`src/rtl/fifo_wr_arbiter.sv`:
```
// fifo_wr_arbiter: round-robin, burst-capable arbiter that shares the single
// write port of the async FIFO among NREQ producers in the write-clock domain.
// A producer is granted for at most MAXBURST words. Every re-arbitration
// passes through IDLE, so there is one dead cycle between consecutive grants.
module fifo_wr_arbiter #(
    parameter int NREQ     = 4,
    parameter int DATASIZE = 8,
    parameter int MAXBURST = 4,
    parameter int IDW      = 2
) (
    input  logic                     wclk,
    input  logic                     wrst_n,
    input  logic [NREQ-1:0]          req_valid,
    input  logic [NREQ*DATASIZE-1:0] req_data,
    output logic [NREQ-1:0]          req_ready,
    input  logic                     wfull,
    output logic                     winc,
    output logic [DATASIZE-1:0]      wdata,
    output logic [IDW-1:0]           grant_id,
    output logic                     busy
);

    localparam int CNTW = $clog2(MAXBURST) + 1;

    // Count value of the final beat of a full-length burst.
    localparam logic [CNTW-1:0] LAST_BEAT = CNTW'(MAXBURST - 1);
    localparam logic [CNTW-1:0] CNT_ONE   = CNTW'(1);
    localparam logic [CNTW-1:0] CNT_ZERO  = CNTW'(0);
    // Pointer starts at the highest index so requester 0 wins first.
    localparam logic [IDW-1:0]  PTR_RST   = IDW'(NREQ - 1);
    localparam logic [IDW-1:0]  GNT_RST   = IDW'(0);

    typedef enum logic [0:0] {
        IDLE  = 1'b0,
        BURST = 1'b1
    } state_t;

    state_t              state_r;
    state_t              state_s;
    logic [IDW-1:0]      grant_r;
    logic [IDW-1:0]      grant_s;
    logic [IDW-1:0]      last_r;
    logic [IDW-1:0]      last_s;
    logic [CNTW-1:0]     count_r;
    logic [CNTW-1:0]     count_s;
    logic                sel_valid_s;
    logic [DATASIZE-1:0] sel_word_s;
    logic                xfer_s;
    logic [DATASIZE-1:0] word_s [NREQ];

    // Round-robin search: first set bit strictly after 'last', wrapping.
    // Callers only use the result when at least one bit of 'valid' is set.
    function automatic logic [IDW-1:0] rr_pick(
        input logic [NREQ-1:0] valid,
        input logic [IDW-1:0]  last
    );
        logic           found;
        logic [IDW-1:0] pick;
        logic [IDW-1:0] idx;
        found = 1'b0;
        pick  = last;
        for (int k = 1; k <= NREQ; k++) begin
            idx = IDW'((int'(last) + k) % NREQ);
            if (!found && valid[idx]) begin
                found = 1'b1;
                pick  = idx;
            end
        end
        return pick;
    endfunction

    // Unpack the flat producer data bus into one word per requester.
    always_comb begin
        for (int i = 0; i < NREQ; i++) begin
            word_s[i] = req_data[i*DATASIZE +: DATASIZE];
        end
    end

    // Mux the valid/data of the currently granted requester.
    always_comb begin
        sel_valid_s = req_valid[grant_r];
        sel_word_s  = word_s[grant_r];
    end

    // A word moves only in BURST, with the granted producer valid and room in the FIFO.
    always_comb begin
        if (state_r == BURST) begin
            xfer_s = sel_valid_s & ~wfull;
        end else begin
            xfer_s = 1'b0;
        end
    end

    // Next-state logic: grant in IDLE, count beats and decide release in BURST.
    always_comb begin
        state_s = state_r;
        grant_s = grant_r;
        last_s  = last_r;
        count_s = count_r;
        case (state_r)
            IDLE: begin
                if (|req_valid) begin
                    grant_s = rr_pick(req_valid, last_r);
                    last_s  = grant_s;
                    count_s = CNT_ZERO;
                    state_s = BURST;
                end else begin
                    state_s = IDLE;
                end
            end
            BURST: begin
                if (wfull) begin
                    // Backpressure: keep the grant and the beat count.
                    state_s = BURST;
                end else if (sel_valid_s) begin
                    if (count_r == LAST_BEAT) begin
                        count_s = CNT_ZERO;
                        state_s = IDLE;
                    end else begin
                        count_s = count_r + CNT_ONE;
                        state_s = BURST;
                    end
                end else begin
                    // Producer ran dry: release early so others can go.
                    count_s = CNT_ZERO;
                    state_s = IDLE;
                end
            end
            default: begin
                state_s = IDLE;
                count_s = CNT_ZERO;
            end
        endcase
    end

    // State, grant, pointer and beat counter registers.
    always_ff @(posedge wclk or negedge wrst_n) begin
        if (!wrst_n) begin
            state_r <= IDLE;
            grant_r <= GNT_RST;
            last_r  <= PTR_RST;
            count_r <= CNT_ZERO;
        end else begin
            state_r <= state_s;
            grant_r <= grant_s;
            last_r  <= last_s;
            count_r <= count_s;
        end
    end

    // Write-port and handshake outputs, decoded from the registered grant.
    always_comb begin
        req_ready = {NREQ{1'b0}};
        busy      = (state_r == BURST);
        winc      = xfer_s;
        grant_id  = grant_r;
        if ((state_r == BURST) && !wfull) begin
            req_ready[grant_r] = 1'b1;
        end else begin
            req_ready = {NREQ{1'b0}};
        end
        if (xfer_s) begin
            wdata = sel_word_s;
        end else begin
            wdata = {DATASIZE{1'b0}};
        end
    end

endmodule

```
`config.mk`:
```
export PLATFORM = sky130hd
export DESIGN_NAME = fifo_wr_arbiter
export DESIGN_NICKNAME = d
export VERILOG_FILES = /design/src/rtl/fifo_wr_arbiter.sv
export SDC_FILE = /design/constraint.sdc
export NUM_CORES = 1
export LEC_CHECK = 0
export ABC_AREA = 1
export BUFFER_PORTS_ARGS = -buffer_cell sky130_fd_sc_hd__buf_4
export CORE_MARGIN = 5
export CORE_UTILIZATION = 44
export CTS_BUF_LIST = sky130_fd_sc_hd__clkbuf_8 sky130_fd_sc_hd__clkbuf_16
export DETAILED_ROUTE_END_ITERATION = 12
export PLACE_DENSITY = 0.89
export SYNTH_ARGS = -nofsm -noshare
export SYNTH_HDL_FRONTEND = slang
export SYNTH_SLANG_ARGS = --single-unit
```
`constraint.sdc`:
```
create_clock -name wclk -period 3.1 [get_ports wclk]
set_clock_uncertainty 0.2 [all_clocks]
set_input_delay 0.62 -clock wclk [delete_from_list [all_inputs] [get_ports wclk]]
set_output_delay 0.62 -clock wclk [all_outputs]
set_load 0.1 [all_outputs]
```
Word level (Yosys, flattened, before mapping)
Index checks and enable logic that the tools add are counted.
{"block": "totals", "out_inout_bits": 16, "wordCells": 76, "ff_bits": 8, "inputBits": 39}
{"block": "op_classes", "n_lt_le_gt_ge": 7, "n_addsub": 5, "n_eq_ne": 3, "n_mux": 41, "bitwise_logic": 4, "n_reduce_logical": 12}
{"op": "$mux W8", "count": 3}
{"op": "$mux W1", "count": 20}
{"op": "$bmux W8 S2", "count": 1}
{"op": "$lt A2 B3 Y1 const B", "count": 5}
{"op": "$mux W3", "count": 4}
{"op": "$bmux W1 S2", "count": 5}
{"op": "$mux W2", "count": 4}
{"op": "$pmux W3 S2", "count": 1}
{"op": "$logic_and A1 B1 Y1", "count": 5}
{"op": "$add A2 B1 Y2 const B", "count": 2}
{"op": "$add A2 B2 Y2 const B", "count": 2}
{"op": "$logic_not A1 Y1", "count": 4}
{"op": "$mux W4", "count": 1}
{"op": "$ne A2 B2 Y1 const B", "count": 2}
{"op": "$reduce_and A2 Y1", "count": 2}
{"op": "$reduce_or A4 Y1", "count": 1}
{"op": "$add A3 B1 Y3 const B", "count": 1}
{"op": "$eq A3 B2 Y1 const B", "count": 1}
{"op": "$ge A3 B3 Y1 const B", "count": 1}
{"op": "$not A2 Y3", "count": 1}
{"op": "$demux W1 S2", "count": 1}
{"op": "$ge A2 B1 Y1 const B", "count": 1}
{"op": "$not A1 Y1", "count": 2}
{"op": "$pmux W1 S2", "count": 1}
{"op": "$and A1 B1 Y1", "count": 1}

Logic depth before layout (Yosys ltp)
Gate-level depths: netlist of run 1.
{"block": "depth", "ltp_word": 19, "depth_mapped": 12, "depth_no_buf": 11}

Least setup slack after synthesis of run 1
Ideal clock, no wire load.
{"block": "synth_path", "kind": "reg-to-output", "startpoint": "register state_r, in the netlist busy", "endpoint": "output port req_ready[1]", "t_required_ps": 2280, "path_stages_with_launch": 5, "n_path_buf": 0, "arrival_time_ps": 3494, "path_slack_ps": -1214, "cell_sequence": "dfrtp_1 -> inv_1 -> nor2_1 -> inv_1 -> nor3_1"}
{"block": "synth_via", "elab_chain_len": 2}
{"item": "from (decl)", "line_no": "38", "text": "state_t state_r;"}
{"item": "from (signal assigned)", "line_no": "144", "text": "state_r <= state_s;"}
{"item": "$logic_and A1 B1 Y1", "line_no": "157", "text": "if ((state_r == BURST) && !wfull) begin"}
{"item": "$mux W4", "line_no": "157"}
{"item": "to (decl)", "line_no": "15", "text": "output logic [NREQ-1:0] req_ready,"}
No other way between the ends.

Final worst setup path of run 1
{"block": "layout_path", "startpoint": "register grant_r[0], in the netlist grant_id[0]", "endpoint": "output port wdata[4]"}
{"block": "layout_via", "elab_chain_len": 5}
{"item": "from (decl)", "line_no": "40", "text": "logic [IDW-1:0] grant_r;"}
{"item": "from (signal assigned)", "line_no": "145", "text": "grant_r <= grant_s;"}
{"item": "$bmux W1 S2 / $not A2 Y3 (equally long branches)", "line_no": "81, 82"}
{"item": "$mux W1 (not written as such) / $bmux W8 S2 (equally long branches)", "line_no": "81, 82"}
{"item": "$and A1 B1 Y1 / $mux W8 (equally long branches)", "line_no": "88, 82"}
{"item": "$mux W1 / $mux W8 (equally long branches)", "line_no": "87, 82"}
{"item": "$mux W8 *", "line_no": "162", "text": "if (xfer_s) begin"}
{"item": "to (decl)", "line_no": "18", "text": "output logic [DATASIZE-1:0] wdata,"}
Every way passes the cells marked *; elsewhere a longest branch is shown, timed or not. The select of a mux whose other input is x is not followed.

==> run summary, run 1 <==
outcome - finished, final reports clean
sequential power share - 0.142
final hold viol count - 0
utilization after layout - 0.8351
initial DRC count - 29
critical path peak fanout - 10
RD Place Congestion - 0.7398
logic gate share of total power - 0.778
CP most frequent cell - nand2_1
routed length per instance - 13.06 µm
die height - 53.29 µm
initial antenna violation count - 0
first-pass GRT wire length - 4705 µm
antenna fix cells - 0
total nets after synthesis - 181
# H-tree levels - 1
Slowest cell on crit path - dfrtp_2
Rel. slew slack - 0.7905
Leakage - 0.7635 nW
Worst Tran Pin Value - 0.3131 ns
FF+latch count, synth - 8
vias in the first global route - 1107
ys flop type - dfrtp_1
post-route ant nets - 0
Clock Tree Buf Depth - 2
hold crit path type - reg -> reg
Tcrit/Tclk final - 0.9103
Routed Wire Length - 2951 µm
Crit path max-delay family - buffers and inverters
Initial Utilization - 0.4724
worst-skew pair later-pin latency - 0.23 ns
maximum vdd ir drop - 889.2 µV
post-synthesis async set-or-reset flop share - 1.000
Clk pwr share - 0.080
pre-CTS WS - 0.4986 ns
crit-path cells - inv_1 > nand2_1 > inv_2 > nand2_1 > o2111ai_2 > nand2_4 > a31oi_4 > buf_4
core area - 0.001745 mm²
vias per cell - 5.155
clock-pin slew of the registers on the worst-case setup and hold paths - 0.05 ns
Power Internal - 0.0005696 W
total CTS buffers - 3
Tmin final - 2.822 ns
Core Rows - 15
largest net degree at the start of global routing - 11
yosys warns - 0
# port buffers - 54
Worst Path Required - 2.28 ns
crit path DAT - 2.00 ns
synth unique cells - 20
area grow syn2layout - 76.78%
worst path bufs/invs - 3
nets - 242
Post-synth EDFFs - 0
die area - 0.002840 mm²
HPWL Detailed - 2429 µm
Die Span X - 53.29 µm
mapped cell area - 824.5 µm²
max incr delay on CP - 0.44 ns
vias - 1165
Final Max Slew Viols - 0
setup slack after layout - 0.2782 ns
pwr dens - 1099 mW/mm²
Crit. path cell count - 8
register area share after synthesis - 0.2458
syn avg cell area - 5.848 µm²
crit path launch type - flop
Setup-failing EPs final - 0
CTS sink count - 8
WHS Path Cells - 2
Max Freq - 354.4 MHz
RSZ-0062 raised after global routing - false
sw frac - 0.6445
Post-Syn Instances - 141
gr usage total - 0.2175
post-CTS sizing - 0
critical path type - reg -> out
crit end category - output port
drt first pass iters - 4
num ports - 55
Overflow after GRT - 0
Net Sw Power - 0.001033 W
Root Driver - clkbuf_8
R2R depth - 11
maxcap violations - 0
TritonCTS clock tree - done
layout cell share with drive strength beyond 1 - 0.4129
number of remaining DRC errors - 0
layout by cell type, fill, tap and decap left out:
cell type      instances
nand2_1               69
dlygate4sd3_1          1
nand2_2                1
inv_1                 16
buf_4                 56
nor3_2                 2
inv_2                  2
a21oi_1                4
nor2_2                 4
o21ai_0                1
dfstp_2                2
dfrtp_2                2
o2111ai_2              1
nand3_1                7
nor2_4                 1
nand4_1                2
ha_1                   1
clkbuf_8               3
nor2_1                 5
nand2_4                1
a31oi_4                8
dfrtp_1                4
a22oi_1                8
flip-flops by register name (all words and copies together), names as in the netlist:
signal / cells
busy: 1
count_r: 3
last_r: 2
grant_id: 2
through the flow:
| stage | hold slack (ns) | instance area (µm²) | setup TNS, ns | power, W | instances |
|---|---|---|---|---|---|
| after floorplan | 0.1244 | 962.2 | -0.8084 | 0.001219 | 141 |
| after global placement | 0.2374 | 1403 | 0 | 0.001436 | 221 |
| after detailed placement | 0.2393 | 1403 | 0 | 0.001470 | 221 |
| after CTS | 0.2908 | 1458 | 0 | 0.001604 | 226 |
| after global routing | 0.3312 | 1458 | 0 | 0.001707 | 226 |
| final | 0.2899 | 1458 | 0 | 0.001602 | 226 |
kinds of logic (layout without fill, tap and decap cells):
| group | after synthesis | after routing | synth area share |
|---|---|---|---|
| AO/OA/AOI/OAI | 22 | 22 | 0.1821 |
| adder cells (fa/ha/maj) | 1 | 1 | 0.01517 |
| buffers and inverters | 18 | 78 | 0.09104 |
| flip-flops | 8 | 8 | 0.2458 |
| AND/OR/NAND/NOR | 92 | 92 | 0.4659 |
routing by layer:
layer | GRT usage | share of wire | vias up
met5 | 0 | 0 | -
met1 | 0.2347 | 0.40 | 525
met4 | 0.03404 | 0.0037 | 0
met2 | 0.4184 | 0.49 | 53
li1 | - | - | 584
met3 | 0.05915 | 0.11 | 3
cell usage after synthesis (2+ instances only):
master / n / area (µm²)
a21oi_1: 4 / 20.02
a22oi_1: 8 / 60.06
a31oi_1: 8 / 50.05
dfrtp_1: 6 / 150.1
dfstp_2: 2 / 52.55
inv_1: 15 / 56.30
inv_2: 2 / 7.510
nand2_1: 69 / 259.0
nand3_1: 7 / 35.03
nand4_1: 2 / 12.51
nor2_1: 7 / 26.28
nor2_2: 2 / 12.51
nor3_1: 2 / 10.01
worst min-delay path, delay by kind of cell (launching register included):
kind	cells	cell delay (ns)
flops	1	0.34
simple gates	2	0.11
timing repair:
item / 4_1_cts / 5_1_grt
endpoints found under the hold margin: 4 / 0
hold buffers: 1 / 0
setup buffers: 0 / 0
power groups by stage:
stage	registers [W]	clock network (W)	logic, W
finish	0.000227	0.000128	0.00125
CTS	0.000226	0.000130	0.00125
floorplan	0.000330	0	0.000889
detailed placement	0.000226	0	0.00124
global route	0.000237	0.000137	0.00133
global placement	0.000221	0	0.00121
cell type report:
class	instances	area (µm²)
fill	118	287.8
inverter	17	63.81
sequential	8	205.2
clock inverter	1	3.754
tap	25	31.28
timing repair buffer	57	430.4
clock buffer	3	41.29
multi-input combinational	115	681.9
final timing paths:
path	startpoint	end	slack [ns]
min in group asynchronous	wrst_n	busy	0.55
hold reg to reg	count_r[1]	count_r[1]	0.29
setup reg to reg	last_r[0]	grant_id[0]	1.21
setup / recovery	grant_id[0]	wdata[4]	0.28
max in group asynchronous	wrst_n	last_r[1]	1.94
hold / removal	count_r[1]	count_r[1]	0.29
No activity file was read; power rests on OpenSTA's default activity.
==> run 2, diff against run 1 <==
--- a/config.mk
+++ b/config.mk
@@ -12,6 +12,7 @@
 export CTS_BUF_LIST = sky130_fd_sc_hd__clkbuf_8 sky130_fd_sc_hd__clkbuf_16
 export DETAILED_ROUTE_END_ITERATION = 12
 export PLACE_DENSITY = 0.89
+export RECOVER_POWER = 25
 export SYNTH_ARGS = -nofsm -noshare
 export SYNTH_HDL_FRONTEND = slang
 export SYNTH_SLANG_ARGS = --single-unit
==> run summary, run 2 (synthesized netlist as in run 1, its figures left out) <==
largest net degree at the start of global routing - 11 (unchanged)
antenna fix cells - 0 (unchanged)
crit path launch type - flop
HPWL Detailed - 2429 µm (unchanged)
TritonCTS clock tree - done
Worst Hold Launch - count_r[1]
die area - 0.002840 mm² (unchanged)
critical path type - reg -> out
R2R depth - 11 (unchanged)
Initial Utilization - 0.4724 (unchanged)
Worst Path Required - 2.28 ns (about the same)
RD Place Congestion - 0.7398 (unchanged)
reg2reg end - grant_id[0]
commonest non-fill, non-tap cell in the layout - nand2_1
clock-pin slew of the registers on the worst-case setup and hold paths - 0.05 ns (about the same)
Setup TNS Final - 0 ns (unchanged)
worst-skew pair later-pin latency - 0.23 ns (about the same)
number of flip-flops in the largest register - 3 (unchanged)
Core Rows - 15 (unchanged)
Finished Layout Cells - 226 (unchanged)
Setup-failing EPs final - 0 (unchanged)
Worst R2R Start - last_r[0]
largest register by flop count - count_r
critical path peak fanout - 10 (unchanged)
Cells after DPL - 221 (unchanged)
FILL cells - 119 (+0.85%)
Hold Crit Endpoint - count_r[1]
nets - 242 (unchanged)
Die Span X - 53.29 µm (unchanged)
commonest cells after routing, fill and taps aside - nand2_1, buf_4, inv_1
Clock Tree Buf Depth - 2 (unchanged)
CTS sink count - 8 (unchanged)
initial antenna violation count - 0 (unchanged)
crit path DAT - 2.00 ns (about the same)
total CTS buffers - 3 (unchanged)
post-route ant nets - 0 (unchanged)
Worst Tran Pin Value - 0.4139 ns (+0.1008 ns)
vias in the first global route - 1107 (unchanged)
Routed Wire Length - 2950 µm (about the same)
Leakage - 0.7598 nW (-0.47%)
Tmin final - 2.819 ns (-0.002718 ns)
Post-CTS Setup Bufs - 0 (unchanged)
hold crit path type - reg -> reg
vias - 1167 (+0.17%)
layout cell share with drive strength beyond 1 - 0.4080 (-0.004975)
Overflow after GRT - 0 (unchanged)
WHS Path Cells - 2 (unchanged)
drt first pass iters - 4 (unchanged)
die height - 53.29 µm (unchanged)
setup slack after layout - 0.2809 ns (+0.002718 ns)
core area - 0.001745 mm² (unchanged)
initial DRC count - 29 (unchanged)
Rel. slew slack - 0.7241 (-0.06641)
# H-tree levels - 1 (unchanged)
pwr dens - 1103 mW/mm² (+0.38%)
# port buffers - 54 (unchanged)
final hold viol count - 0 (unchanged)
number of remaining DRC errors - 0 (unchanged)
maximum vdd ir drop - 889.5 µV (about the same)
gr usage total - 0.2175 (unchanged)
first-pass GRT wire length - 4705 µm (unchanged)
Tcrit/Tclk final - 0.9094 (about the same)
outcome - finished, final reports clean
RSZ-0062 raised after global routing - false
FF-to-FF setup slack - 1.21 ns (about the same)
num ports - 55 (unchanged)
vias per cell - 5.164 (+0.17%)
area of the multi-input gates - 681.9 µm² (unchanged)
maxcap violations - 0 (unchanged)
routed length per instance - 13.05 µm (about the same)
area grow syn2layout - 76.33%
Register Area - 205.2 µm² (unchanged)
Final Max Slew Viols - 0 (unchanged)
utilization after layout - 0.8330 (-0.002150)
pre-CTS WS - 0.4986 ns (unchanged)
Root Driver - clkbuf_8
Max Freq - 354.7 MHz (about the same)
crit end category - output port
worst hold margin - 0.2908 ns (+0.0008700 ns)
==> run 2: cell count changes in the layout (fill, tap and decap cells not counted), sizes merged <==
cell,change
buf,-1
clkbuf,+1
==> run 2: worst max-delay path by stage <==
stage                  from            to  slack [ns]  depth (start not counted)
3_3_place_gp   req_valid[3]      wdata[6]        0.51                          6
3_5_place_dp   req_valid[3]      wdata[4]        0.50                          6
6_report        grant_id[0]      wdata[4]        0.28                          8
2_1_floorplan          busy  req_ready[1]       -0.39                          4
4_1_cts         grant_id[0]      wdata[4]        0.27                          8
5_1_grt         grant_id[0]      wdata[2]        0.16                          8
==> run 2: repair_timing <==
action,in CTS,in global routing
hold endpoints to repair,4,0
hold buffers,1,0
gates resized for setup,0,0
setup endpoints to repair,0,0
==> run 2: layout make-up <==
type                    count  area share
clock buffers               3     0.02840
clock inverters             1    0.002582
inverters                  17     0.04389
multi-input cells         115      0.4690
flip-flops and latches      8      0.1411
well taps                  25     0.02151
repair buffers             57      0.2935
==> run 2: power breakdown <==
part           switching (W)  internal (W)  leakage [nW]  total, W
clock network      0.0000439     0.0000860        0.0269  0.000130
registers          0.0000672      0.000160        0.0943  0.000227
logic               0.000924      0.000323         0.639   0.00125
total                0.00103      0.000570         0.760   0.00160
==> run 2: critical path: stages (launching register included) <==
cell	delay (ns)
dfrtp_2	0.44
inv_1	0.13
nand2_1	0.10
inv_2	0.15
nand2_1	0.10
o2111ai_2	0.11
nand2_4	0.23
a31oi_4	0.19
buf_4	0.31
==> run 2: routing by layer <==
| metal | vias up | wire [µm] | part of all wire | GRT usage |
|---|---|---|---|---|
| met4 | 0 | 11 | 0.0037 | 0.03404 |
| met3 | 3 | 319 | 0.11 | 0.05915 |
| met1 | 530 | 1168 | 0.40 | 0.2347 |
| met2 | 51 | 1449 | 0.49 | 0.4184 |
| met5 | - | 0 | 0 | 0 |
| li1 | 583 | - | - | - |
==> run 2: through the flow <==
stage / total power (W) / instance area (µm²)
floorplan: 0.001219 / 962.2
global placement: 0.001436 / 1403
detailed placement: 0.001470 / 1403
CTS: 0.001604 / 1458
global route: 0.001706 / 1454
finish: 0.001604 / 1454
==> run 3, diff against run 2 <==
--- a/config.mk
+++ b/config.mk
@@ -13,6 +13,7 @@
 export DETAILED_ROUTE_END_ITERATION = 12
 export PLACE_DENSITY = 0.89
 export RECOVER_POWER = 25
+export REMOVE_ABC_BUFFERS = 1
 export SYNTH_ARGS = -nofsm -noshare
 export SYNTH_HDL_FRONTEND = slang
 export SYNTH_SLANG_ARGS = --single-unit
==> run summary, run 3 (synthesized netlist as in run 1, its figures left out) <==
commonest cells after routing, fill and taps aside - nand2_1, buf_4, inv_1
Core Rows - 15 (unchanged)
Tcrit/Tclk final - 0.8856 (-0.02373)
Slowest cell on crit path - dfrtp_1
largest register by flop count - count_r
Clock Tree Buf Depth - 2 (unchanged)
Worst R2R Start - last_r[0]
core area - 0.001745 mm² (unchanged)
# H-tree levels - 1 (unchanged)
crit path launch type - flop
post-CTS sizing - 0 (unchanged)
utilization after layout - 0.7462 (-0.08674)
layout cell share with drive strength beyond 1 - 0.3417 (-0.06625)
Root Driver - clkbuf_8
initial DRC count - 34 (+17%)
Post-CTS Setup Bufs - 0 (unchanged)
CP most frequent cell - nand2_1
reg2reg end - grant_id[0]
gr usage total - 0.2160 (-0.001549)
hold crit path type - in -> async
Post-Place Cell Area - 0.001265 mm² (-9.8%)
Worst Tran Pin Value - 0.4152 ns (+0.001306 ns)
# port buffers - 54 (unchanged)
R2R depth - 11 (unchanged)
crit-path cells - inv_1 > nand2_1 > inv_2 > nand2_1 > o2111ai_2 > nand2_4 > a31oi_1 > buf_4
die area - 0.002840 mm² (unchanged)
RSZ-0062 raised after global routing - false
pwr dens - 1144 mW/mm² (+3.7%)
nets - 241 (-0.41%)
vias per cell - 5.228 (+1.2%)
Max Freq - 364.2 MHz (+2.7%)
pre-CTS WS - 0.5676 ns (+0.06902 ns)
Initial Utilization - 0.4724 (unchanged)
initial antenna violation count - 0 (unchanged)
FF-to-FF setup slack - 1.12 ns (-0.09 ns)
TritonCTS clock tree - done
setup slack after layout - 0.3545 ns (+0.07356 ns)
antenna fix cells - 0 (unchanged)
largest net degree at the start of global routing - 11 (unchanged)
worst-skew pair later-pin latency - 0.23 ns (about the same)
CTS sink count - 8 (unchanged)
num ports - 55 (unchanged)
post-route cell area - 0.001303 mm² (-10%)
crit path DAT - 1.93 ns (-0.07 ns)
number of flip-flops in the largest register - 3 (unchanged)
number of remaining DRC errors - 0 (unchanged)
Leakage - 0.7461 nW (-1.8%)
HPWL Detailed - 2381 µm (-2.0%)
routed length per instance - 13.05 µm (about the same)
Worst Path Required - 2.28 ns (about the same)
critical path peak fanout - 10 (unchanged)
Overflow after GRT - 0 (unchanged)
post-route ant nets - 0 (unchanged)
RD Place Congestion - 0.8263 (+12%)
max incr delay on CP - 0.44 ns (about the same)
maxcap violations - 0 (unchanged)
Tmin final - 2.746 ns (-0.07356 ns)
critical path type - reg -> out
first-pass GRT wire length - 4629 µm (-1.6%)
vias - 1171 (+0.34%)
commonest non-fill, non-tap cell in the layout - nand2_1
crit end category - output port
total CTS buffers - 3 (unchanged)
drt first pass iters - 4 (unchanged)
area grow syn2layout - 57.97%
Rel. slew slack - 0.7232 (-0.0008710)
final hold viol count - 0 (unchanged)
# hold bufs at CTS - 0 (-1)
Setup-failing EPs final - 0 (unchanged)
clock-pin slew of the registers on the worst-case setup and hold paths - 0.04 ns (about the same)
Die Span X - 53.29 µm (unchanged)
maximum vdd ir drop - 607.5 µV (-32%)
Routed Wire Length - 2923 µm (-0.92%)
vias in the first global route - 1101 (-0.54%)
die height - 53.29 µm (unchanged)
outcome - finished, final reports clean
Final Max Slew Viols - 0 (unchanged)
[run 3: cell types whose count changed in the layout (fill, tap and decap cells not counted), sizes merged]
| cell | previous run | this run |
|---|---|---|
| dlygate4sd3 | 1 | 0 |
| inv | 18 | 17 |
[run 3: cell type report]
class	count	area (µm²)
multi-input combinational	115	546.8
fill	149	442.9
timing repair buffer	56	416.7
sequential	8	202.7
inverter	17	63.81
clock buffer	3	41.29
tap	25	31.28
[run 3: worst max-delay path by stage]
stage / slack [ns] / cells past startpoint / start / to
final: 0.35 / 8 / grant_id[0] / wdata[6]
after global routing: 0.18 / 8 / grant_id[0] / wdata[7]
after CTS: 0.37 / 8 / grant_id[0] / wdata[6]
after detailed placement: 0.57 / 6 / req_valid[3] / wdata[6]
after global placement: 0.62 / 6 / req_valid[3] / wdata[2]
after floorplan: -1.21 / 4 / busy / req_ready[1]
[run 3: per-stage QoR]
stage,power (W),setup TNS (ns),instances,hold WS (ns)
floorplan,0.001097,-11.82,140,0.1244
global placement,0.001335,0,221,0.2376
detailed placement,0.001359,0,221,0.2420
CTS,0.001488,0,224,0.001542
global route,0.001600,0,224,0.1291
finish,0.001491,0,224,0.09661
[run 3: metal layers]
metal / GRT usage / wire [µm] / part of all wire / up-vias
met5: 0 / 0 / 0 / -
met4: 0.07660 / 19 / 0.0065 / 0
met3: 0.05352 / 334 / 0.11 / 4
met2: 0.3796 / 1342 / 0.46 / 67
met1: 0.2487 / 1225 / 0.42 / 524
li1: - / - / - / 576
[run 3: critical path, delay by kind of cell (launching register included)]
kind / cells / cell delay, ns
buf+inv: 3 / 0.60
compound gates: 2 / 0.31
flops: 1 / 0.44
simple gates: 3 / 0.33
[run 3: where the power goes]
group | switching, W | internal (W)
sequential | 0.0000634 | 0.000158
combinational | 0.000855 | 0.000291
clock | 0.0000391 | 0.0000839
